===== src/rtl/cvxif_pkg.sv =====
// cvxif_pkg: CV-X-IF shared widths used by coprocessor blocks.
package cvxif_pkg;
    localparam int X_ID_WIDTH = 2;
endpackage


===== src/rtl/mac_pkg.sv =====
// mac_pkg: slot states and per-ID storage layout for the MAC result scheduler.
package mac_pkg;
    import cvxif_pkg::*;
    localparam int MAC_DATA_W = 32;
    localparam int MAC_NR_IDS = 2**X_ID_WIDTH;
    typedef enum logic [2:0] {
        FREE,
        WAIT_BOTH,
        WAIT_COMMIT,
        WAIT_DATA,
        KILL_WAIT,
        PEND
    } slot_state_e;
    typedef struct packed {
        logic [4:0]            rd;
        logic                  we;
        logic [MAC_DATA_W-1:0] data;
    } slot_entry_t;
endpackage


===== src/rtl/mac_result_scheduler_slot_fsm.sv =====
// mac_slot_fsm: lifecycle of one transaction ID from issue to result handshake.
module mac_slot_fsm
    import mac_pkg::*;
(
    input  logic        clk_i,
    input  logic        rst_ni,
    input  logic        i_issue,
    input  logic        i_commit,
    input  logic        i_kill,
    input  logic        i_done,
    input  logic        i_release,
    output slot_state_e o_state,
    output logic        o_pend,
    output logic        o_err
);
    slot_state_e r_state, w_next;

    always_ff @(posedge clk_i or negedge rst_ni) begin
        if (!rst_ni) r_state <= FREE;
        else         r_state <= w_next;
    end

    // Events that make no sense in the current state are dropped and flagged.
    always_comb begin
        w_next = r_state;
        o_err  = 1'b0;
        case (r_state)
            FREE: begin
                w_next = i_issue ? WAIT_BOTH : FREE;
                o_err  = i_commit | i_done;
            end
            WAIT_BOTH: begin
                if (i_commit) w_next = i_kill ? (i_done ? FREE : KILL_WAIT) : (i_done ? PEND : WAIT_DATA);
                else if (i_done) w_next = WAIT_COMMIT;
            end
            WAIT_COMMIT: begin
                if (i_commit) w_next = i_kill ? FREE : PEND;
                o_err = i_done;
            end
            WAIT_DATA: begin
                w_next = i_done ? PEND : WAIT_DATA;
                o_err  = i_commit;
            end
            KILL_WAIT: begin
                w_next = i_done ? FREE : KILL_WAIT;
                o_err  = i_commit;
            end
            PEND: begin
                w_next = i_release ? FREE : PEND;
                o_err  = i_commit | i_done;
            end
            default: w_next = FREE;
        endcase
    end

    assign o_state = r_state;
    assign o_pend  = r_state == PEND;
endmodule


===== src/rtl/mac_result_scheduler.sv =====
// mac_result_scheduler: per-ID writeback tracking with a round-robin
// arbitrated, single-entry CV-X-IF result register.
module mac_result_scheduler
    import cvxif_pkg::*;
    import mac_pkg::*;
#(
    parameter int NR_IDS = MAC_NR_IDS,
    parameter int DATA_W = MAC_DATA_W
) (
    input  logic                  clk_i,
    input  logic                  rst_ni,
    input  logic                  issue_valid_i,
    input  logic [X_ID_WIDTH-1:0] issue_id_i,
    input  logic [4:0]            issue_rd_i,
    input  logic                  issue_we_i,
    output logic                  issue_ready_o,
    input  logic                  commit_valid_i,
    input  logic [X_ID_WIDTH-1:0] commit_id_i,
    input  logic                  commit_kill_i,
    input  logic                  mac_done_i,
    input  logic [X_ID_WIDTH-1:0] mac_id_i,
    input  logic [DATA_W-1:0]     mac_data_i,
    output logic                  result_valid_o,
    input  logic                  result_ready_i,
    output logic [X_ID_WIDTH-1:0] result_id_o,
    output logic [DATA_W-1:0]     result_data_o,
    output logic [4:0]            result_rd_o,
    output logic                  result_we_o,
    output logic                  busy_o,
    output logic                  protocol_err_o
);
    localparam logic [X_ID_WIDTH-1:0] ONE_ID = 1;

    slot_state_e           w_state [NR_IDS];
    logic [NR_IDS-1:0]     w_pend, w_cand, w_busy, w_slot_err;
    slot_entry_t           r_slot [NR_IDS];
    slot_entry_t           r_out;
    logic [X_ID_WIDTH-1:0] r_id, r_ptr, w_sel;
    logic                  r_valid, r_err, w_found, w_load, w_clash, w_issue_ok, w_take;

    assign issue_ready_o = w_state[issue_id_i] == FREE;
    assign w_issue_ok    = issue_valid_i && issue_ready_o;
    assign w_clash       = commit_valid_i && issue_valid_i && commit_id_i == issue_id_i;
    assign w_take        = mac_done_i && (w_state[mac_id_i] == WAIT_BOTH || w_state[mac_id_i] == WAIT_DATA);
    assign w_load        = !r_valid || result_ready_i;

    for (genvar g = 0; g < NR_IDS; g++) begin : g_slot
        mac_slot_fsm u_fsm (
            .clk_i     (clk_i),
            .rst_ni    (rst_ni),
            .i_issue   (w_issue_ok && issue_id_i == X_ID_WIDTH'(g)),
            .i_commit  (commit_valid_i && !w_clash && commit_id_i == X_ID_WIDTH'(g)),
            .i_kill    (commit_kill_i),
            .i_done    (mac_done_i && mac_id_i == X_ID_WIDTH'(g)),
            .i_release (r_valid && result_ready_i && r_id == X_ID_WIDTH'(g)),
            .o_state   (w_state[g]),
            .o_pend    (w_pend[g]),
            .o_err     (w_slot_err[g])
        );
        assign w_cand[g] = w_pend[g] && !(r_valid && r_id == X_ID_WIDTH'(g));
        assign w_busy[g] = w_state[g] != FREE;
    end

    // Descending scan so the candidate closest to the pointer wins.
    always_comb begin
        w_found = 1'b0;
        w_sel   = '0;
        for (int k = NR_IDS - 1; k >= 0; k--) begin
            if (w_cand[r_ptr + X_ID_WIDTH'(k)]) begin
                w_found = 1'b1;
                w_sel   = r_ptr + X_ID_WIDTH'(k);
            end
        end
    end

    always_ff @(posedge clk_i or negedge rst_ni) begin
        if (!rst_ni) begin
            for (int k = 0; k < NR_IDS; k++) r_slot[k] <= '0;
        end else begin
            if (w_issue_ok) r_slot[issue_id_i] <= '{rd: issue_rd_i, we: issue_we_i, data: '0};
            if (w_take) r_slot[mac_id_i].data <= mac_data_i;
        end
    end

    always_ff @(posedge clk_i or negedge rst_ni) begin
        if (!rst_ni) begin
            r_valid <= 1'b0;
            r_id    <= '0;
            r_out   <= '0;
            r_ptr   <= '0;
            r_err   <= 1'b0;
        end else begin
            r_err <= r_err | (issue_valid_i & ~issue_ready_o) | w_clash | (|w_slot_err);
            if (w_load) begin
                r_valid <= w_found;
                if (w_found) begin
                    r_id  <= w_sel;
                    r_out <= r_slot[w_sel];
                    r_ptr <= w_sel + ONE_ID;
                end
            end
        end
    end

    assign result_valid_o = r_valid;
    assign result_id_o    = r_id;
    assign result_rd_o    = r_out.rd;
    assign result_we_o    = r_out.we;
    assign result_data_o  = r_out.data;
    assign busy_o         = |w_busy;
    assign protocol_err_o = r_err;
endmodule


===== config.mk =====
export PLATFORM = sky130hd
export DESIGN_NAME = mac_result_scheduler
export DESIGN_NICKNAME = d
export VERILOG_FILES = /design/src/rtl/cvxif_pkg.sv /design/src/rtl/mac_pkg.sv /design/src/rtl/mac_result_scheduler_slot_fsm.sv /design/src/rtl/mac_result_scheduler.sv
export SDC_FILE = /design/constraint.sdc
export NUM_CORES = 1
export LEC_CHECK = 0
export BUFFER_PORTS_ARGS = -buffer_cell sky130_fd_sc_hd__buf_2
export CAP_MARGIN = 0
export CORE_MARGIN = 1
export CORE_UTILIZATION = 55
export DETAILED_ROUTE_END_ITERATION = 6
export GPL_ROUTABILITY_DRIVEN = 1
export PLACE_DENSITY = 0.72
export SETUP_SLACK_MARGIN = 0.1
export SLEW_MARGIN = 20
export SYNTH_ARGS = -nofsm -noshare
export SYNTH_HDL_FRONTEND = slang
export SYNTH_HIERARCHICAL = 1
export SYNTH_SLANG_ARGS = --single-unit

===== constraint.sdc =====
create_clock -name clk_i -period 2.8 [get_ports clk_i]
set_input_delay 0.42 -clock clk_i [delete_from_list [all_inputs] [get_ports clk_i]]
set_output_delay 0.42 -clock clk_i [all_outputs]
set_load 0.01 [all_outputs]

==> results.md, run 1 <==
* CTS tree: yes
* Via count at roughly 8k
* Fmax at about 400 MHz
* Clock Skews at 0.0171 ns
* Tmin final at 2.52 ns
* Post-route ant nets at 0
* Logic gate share of total power at between 30% and 40%
* Final hold violations at 0
* Worst Hold Slack at 0.162 ns
* Nets at 1,079
* Setup WS pre-CTS at 0.0996 ns
* Pre-Repair DR Iteration Count at 7
* Slew headroom at about half
* Power Density at 1070 nW/um2
* Max IR drop VDD at 0.000598 V
* Clock Tree Root: clkbuf_16
* Area of the multi-input gates at 4350 um2
* Mapped Cells at 926
* Register area share after synthesis at 52.7%
* Cell taking the most area after synthesis: dfrtp_1
* CTS buffer count at 22
* Initial Util at 56.7%
* Placement Rows at 48
* Gr ovfl total at 0
* Max-Cap Viols at 0
* EDFF count, synth at 0
* Ports at 95
* Syn_area_per_cell at 10.7 um2
* First-pass GRT wire length at 42,800 um
* Setup_tns at 0 ns
* Status: finished clean
* Worst hold path type: in2reg
* Largest net degree at the start of global routing at 70
* H-tree Lvls at 1
* Initial DRC Count at 807
* Tot Pwr at 12.4 mW
* Setup violations, final at 0
* CP endpoint kind: flop
* Vias in the first global route at 7,950
* Cell variety after synth at 55
* All-Layer GR Usage at between 20% and 30%
* Register area at 5200 um2
* Max Slew Vio Count at 0
* Avg WL per Cell at 21.2 um
* RSZ-0062 raised after global routing: false
* CP Max Fanout at 12
* Die height at 136 um
* Pint at 8.04 mW
* Net Sw Frac at 35.3%
* Register bit total from synthesis at 208
* Ys async rst share at 100%
* Clk slew on worst S/H paths at 0.06 ns
* Core Util, Final at 66.5%
* Worst Tran Pin Value at 0.772 ns
* HPWL after DPL at 15,700 um
* Leakage at 5.30 nW
* Layout cells sized above 1 at 22.4%
* Fin crit share at 89.8%
* Fillers at 1,395
* Critical path class: reg2reg
* Req. time, crit path at 3.22 ns
* Sw power at 4.39 mW
* DRC at 0
* Clock power frac at 21.3%
* Crit start category: flop
* Post-Route WL at 26,700 um
* Vias/cell at 6.53
* CTS sink count at 208
* Net Count, Synth at 981
* Worst skew pair latency at 0.51 ns
* Initial antenna violation count at 1
* Routability cong. at between 0.9 and 1
* CORE AREA at 17,400 um2
* Largest cells by area after synthesis: dfrtp_1 53%, a22o_1 11%, a32oi_1 3.8%, nor2_1 3.2%, a21boi_0 2.9%
* Netlist Area Pre-Place at 9870 um2
* Setup ws final at 0.285 ns
* Clk buf depth at 3
* Port Buffers at 94
* Ys flop type: dfrtp_1
* Synth warn at 6
* Layout area overhead at 17.3%
* Sequential Power Share at roughly 42%
* Crit path DAT at 2.94 ns
* Share of the synthesized area in the top cell type at 52.7%
* Chip width at 136 um
* Die area at 18,500 um2
cells by family (layout without fill, tap and decap cells):
group / count (synthesis) / after routing / share of synthesized area (%)
DFF: 208 / 208 / 52.7
AOI/OAI and AO/OA: 354 / 355 / 26.9
adders and majority gates: 4 / 4 / 0.507
muxes: 28 / 28 / 3.28
other: 0 / 1 / 0
buffers and inverters: 103 / 212 / 4.36
and+or+nand+nor: 227 / 227 / 12.1
xor gates and xnor gates: 2 / 2 / 0.177
repair_timing:
action,in CTS,in global routing
resized for setup,1,4
pin swaps,0,2
hold buffers,1,0
setup endpoints to repair,1,29
buffers inserted,0,2
gates cloned,0,1
hold endpoints to repair,64,0
placed cells by master, fill, tap and decap left out, drive strengths merged, types with 4 or more instances in the layout:
cell,synthesis,layout
clkinv,0,5
nand2b,5,5
nor3,16,16
clkbuf,54,30
and2,6,6
ha,4,4
nand2,30,30
a211oi,3,4
dfrtp,208,208
nor2b,6,6
inv,26,26
buf,23,148
or4,4,4
a32oi,43,43
nor2,83,83
nor4b,8,8
a21boi,38,38
a21oi,22,22
o21ai,58,58
nand3b,6,6
o32ai,4,4
a22o,128,128
and3,44,44
a31oi,40,40
mux2,25,25
nor4,4,4
a2111oi,5,5
nand3,4,4
metrics by stage:
| stage | instance area (um2) | std cells |
|---|---|---|
| finish | 11600 | 1262 |
| global route | 11600 | 1261 |
| CTS | 11500 | 1258 |
| detailed placement | 10900 | 1221 |
| global placement | 10900 | 1221 |
| floorplan | 9870 | 926 |
worst paths after layout:
path,end,startpoint,cells past startpoint,slack (ns)
setup / recovery,result_data_o[9],g_slot[3].u_fsm/o_state[2],9,0.28
hold / removal,result_valid_o,result_ready_i,2,0.16
setup reg to reg,result_data_o[9],g_slot[3].u_fsm/o_state[2],9,0.28
hold reg to reg,r_slot[8],r_slot[8],1,0.49
max in group asynchronous,result_data_o[3],rst_ni,3,1.60
min in group asynchronous,protocol_err_o,rst_ni,2,0.46
Yosys cell counts, types with 25 or more instances:
master / instances
inv_1: 26
nor2_1: 83
a22o_1: 128
a21boi_0: 38
mux2_2: 25
nand2_1: 30
and3_1: 44
a31oi_1: 40
a32oi_1: 43
clkbuf_1: 54
dfrtp_1: 208
o21ai_0: 49
routing by layer:
layer | up-vias | wire length (um) | track usage (%)
met3 | 47 | 1960 | 4.14
met1 | 4129 | 11900 | 43.5
met2 | 324 | 12500 | 46.2
met4 | 0 | 454 | 8.70
li1 | 3742 | - | -
met5 | - | 0 | 0
power groups by stage:
stage	Combinational, mW	Clock [mW]	Sequential [mW]
3_5_place_dp	4.45	0	5.25
4_1_cts	4.47	2.70	5.23
6_report	4.52	2.65	5.27
5_1_grt	4.98	2.81	5.42
3_3_place_gp	4.32	0	5.24
2_1_floorplan	2.89	0	5.21
final cells by class:
| class | count | area share (%) |
|---|---|---|
| Timing Repair Buffer | 150 | 8.58 |
| Multi-Input combinational cell | 616 | 37.6 |
| Sequential cell | 208 | 44.9 |
| Inverter | 26 | 0.843 |
| Clock buffer | 29 | 5.15 |
| Antenna cell | 1 | 0.0216 |
| Clock inverter | 7 | 0.443 |
| Tap cell | 225 | 2.43 |
worst max-delay path: stages, from the launching register on:
cell and delay [ns]:
dfrtp_1 0.35, nand2_1 0.08, nor2_1 0.36, inv_1 0.12, nor2_1 0.21, nor2_1 0.14
a211oi_4 0.57, buf_4 0.32, o21ai_0 0.11, a31oi_1 0.17
Power figures use the tool's default switching activity.
==> run 2: changes to the inputs <==
==> constraint.sdc (replaced) <==
create_clock -name clk_i -period 2.8 [get_ports clk_i]
set_input_delay 0.14 -clock clk_i [delete_from_list [all_inputs] [get_ports clk_i]]
set_output_delay 0.14 -clock clk_i [all_outputs]
set_load 0.01 [all_outputs]
==> run 2 against run 1 <==
Clock skew is 0.0031 ns lower. Non-clock buffer count is 33 higher. Combinational power is 2% lower. Setup slack better by 0.012 ns. Hold slack worse by 0.15 ns. Power is 2.7% higher. Largest cell class unchanged. Routed wire length is 0.68% lower. Final cell count is 2.9% higher.
==> results.md, run 2 (synthesis results as in run 1) <==
* Clk slew on worst S/H paths at 0.06 ns (about the same)
* CTS sink count at 208 (unchanged)
* Core Util, Final at 69.0% (was 66.5%)
* Vias in the first global route at 8,041 (was 7,950)
* Worst Tran Pin Value at 0.836 ns (was 0.772 ns)
* First-pass GRT wire length at 42,700 um (was 42,800 um)
* Ports at 95 (unchanged)
* Crit start category: flop (unchanged)
* Setup violations, final at 0 (unchanged)
* Leakage at 5.48 nW (was 5.30 nW)
* Worst Hold Slack at 0.0145 ns (was 0.162 ns)
* Slowest cell on the critical path: dfrtp_1 (was a211oi_4)
* Fmax at 400 MHz (was 398 MHz)
* Via count at 8,344 (was 8,242)
* Fin crit share at 89.4% (was 89.8%)
* DRC at 0 (unchanged)
* R2R Setup Slk at 0.30 ns (was 0.28 ns)
* Die height at 136 um (unchanged)
* CTS tree: yes (unchanged)
* Chip width at 136 um (unchanged)
* Nets at 1,112 (was 1,079)
* Post-route ant nets at 0 (unchanged)
* Clock Tree Root: clkbuf_16 (unchanged)
* Status: finished clean (unchanged)
* Port Buffers at 94 (unchanged)
* Most frequent cells in the layout: 208 x dfrtp_1, 128 x a22o_1, 93 x buf_2 (unchanged)
* Pre-Repair DR Iteration Count at 5 (was 7)
* Post-Route WL at 26,600 um (was 26,700 um)
* Max Slew Vio Count at 0 (unchanged)
* CP Max Fanout at 35 (was 12)
* Vias/cell at 6.43 (was 6.53)
* RSZ-0062 raised after global routing: false (unchanged)
* Routability cong. at 0.898 (was 0.920)
* H-tree Lvls at 1 (unchanged)
* Crit path from: result_id_o[0] (was g_slot[3].u_fsm/o_state[2])
* Worst skew pair latency at 0.51 ns (about the same)
* HPWL after DPL at 15,500 um (was 15,700 um)
* Setup WS pre-CTS at 0.370 ns (was 0.0996 ns)
* Clk buf depth at 3 (unchanged)
* Initial Util at 56.7% (unchanged)
* Die area at 18,500 um2 (unchanged)
* Max IR drop VDD at 0.000646 V (was 0.000598 V)
* CTS buffer count at 23 (was 22)
* Worst hold path type: in2reg (unchanged)
* Initial DRC Count at 674 (was 807)
* Initial antenna violation count at 1 (unchanged)
* CP endpoint kind: flop (unchanged)
* Tmin final at 2.50 ns (was 2.52 ns)
* Clock Skews at 0.0141 ns (was 0.0171 ns)
* CORE AREA at 17,400 um2 (unchanged)
* All-Layer GR Usage at 29.5% (was 29.7%)
* Most common cell after layout, fill and taps aside: dfrtp_1 (unchanged)
* Largest net degree at the start of global routing at 99 (was 70)
* Setup_tns at 0 ns (unchanged)
* Slowest stage delay, CP at 0.51 ns (was 0.57 ns)
* Max-Cap Viols at 0 (unchanged)
* Slew headroom at 44.3% (was 48.4%)
* Setup Fix Bufs, Post-CTS at 0 (unchanged)
* Layout area overhead at 21.8% (was 17.3%)
* Power Density at 1060 nW/um2 (was 1070 nW/um2)
* Gr ovfl total at 0 (unchanged)
* Layout cells sized above 1 at 21.4% (was 22.4%)
* Avg WL per Cell at 20.5 um (was 21.2 um)
* Req. time, crit path at 3.18 ns (was 3.22 ns)
* Placement Rows at 48 (unchanged)
* Critical path class: reg2reg (unchanged)
* R2R Path Start: result_id_o[0] (was g_slot[3].u_fsm/o_state[2])
* Setup ws final at 0.297 ns (was 0.285 ns)
* Worst-path cell chain: or3b_4 > nand2_1 > o22ai_1 > a221o_1 > buf_12 > a32oi_1 > a31oi_1 (was nand2_1 > nor2_1 > inv_1 > nor2_1 > nor2_1 > a211oi_4 > buf_4 > o21ai_0 > a31oi_1)
* Crit path DAT at 2.88 ns (was 2.94 ns)
* Final hold violations at 0 (unchanged)
* Worst hold start: issue_valid_i (was result_ready_i)
## run 2: critical path, delay by kind of cell (launching register included)
| kind | cells | cell delay [ns] |
|---|---|---|
| DFF | 1 | 0.51 |
| buffers and inverters | 1 | 0.24 |
| and+or+nand+nor | 2 | 0.65 |
| AOI/OAI and AO/OA | 4 | 0.95 |
## run 2: final timing paths
| path | to | depth (start not counted) |
|---|---|---|
| worst max-delay path | result_data_o[21] | 7 |
| worst min-delay path | protocol_err_o | 3 |
| worst max register to register | result_data_o[21] | 7 |
| worst min register to register | r_slot[24] | 1 |
| max in group asynchronous | g_slot[2].u_fsm/o_state[0] | 3 |
| min in group asynchronous | g_slot[0].u_fsm/o_state[2] | 2 |
## run 2: what timing repair did
| action | CTS | global route |
|---|---|---|
| resized for setup | 0 | 1 |
| setup endpoints to repair | 0 | 4 |
| endpoints found under the hold margin | 246 | 0 |
| hold buffers | 41 | 0 |
## run 2: through the flow
step           instances  power [mW]  area [um2]
2_1_floorplan        926        8.10        9870
3_3_place_gp        1216        9.54       10800
3_5_place_dp        1216        9.68       10800
4_1_cts             1297        12.8       12000
5_1_grt             1298        13.5       12000
6_report            1298        12.8       12000
## run 2: metal layers
layer	global-route usage (%)	wire (um)
met1	42.4	11700
met2	47.5	12500
met3	3.77	1870
met4	7.41	429
met5	0	0
## run 2: power breakdown
group / internal [mW] / leakage (nW) / switching [mW]
clock: 1.80 / 0.365 / 1.22
combinational: 2.13 / 2.45 / 2.32
sequential: 4.41 / 2.67 / 0.886
## run 2: cell type report
cell class,count,area (um2)
Antenna cell,1,2.50
Clock inverter,10,115
Timing Repair Buffer,183,1350
Inverter,26,97.6
Sequential cell,208,5200
Fill cell,1345,5400
Tap cell,225,282
Clock buffer,30,642
Multi-Input combinational cell,615,4330
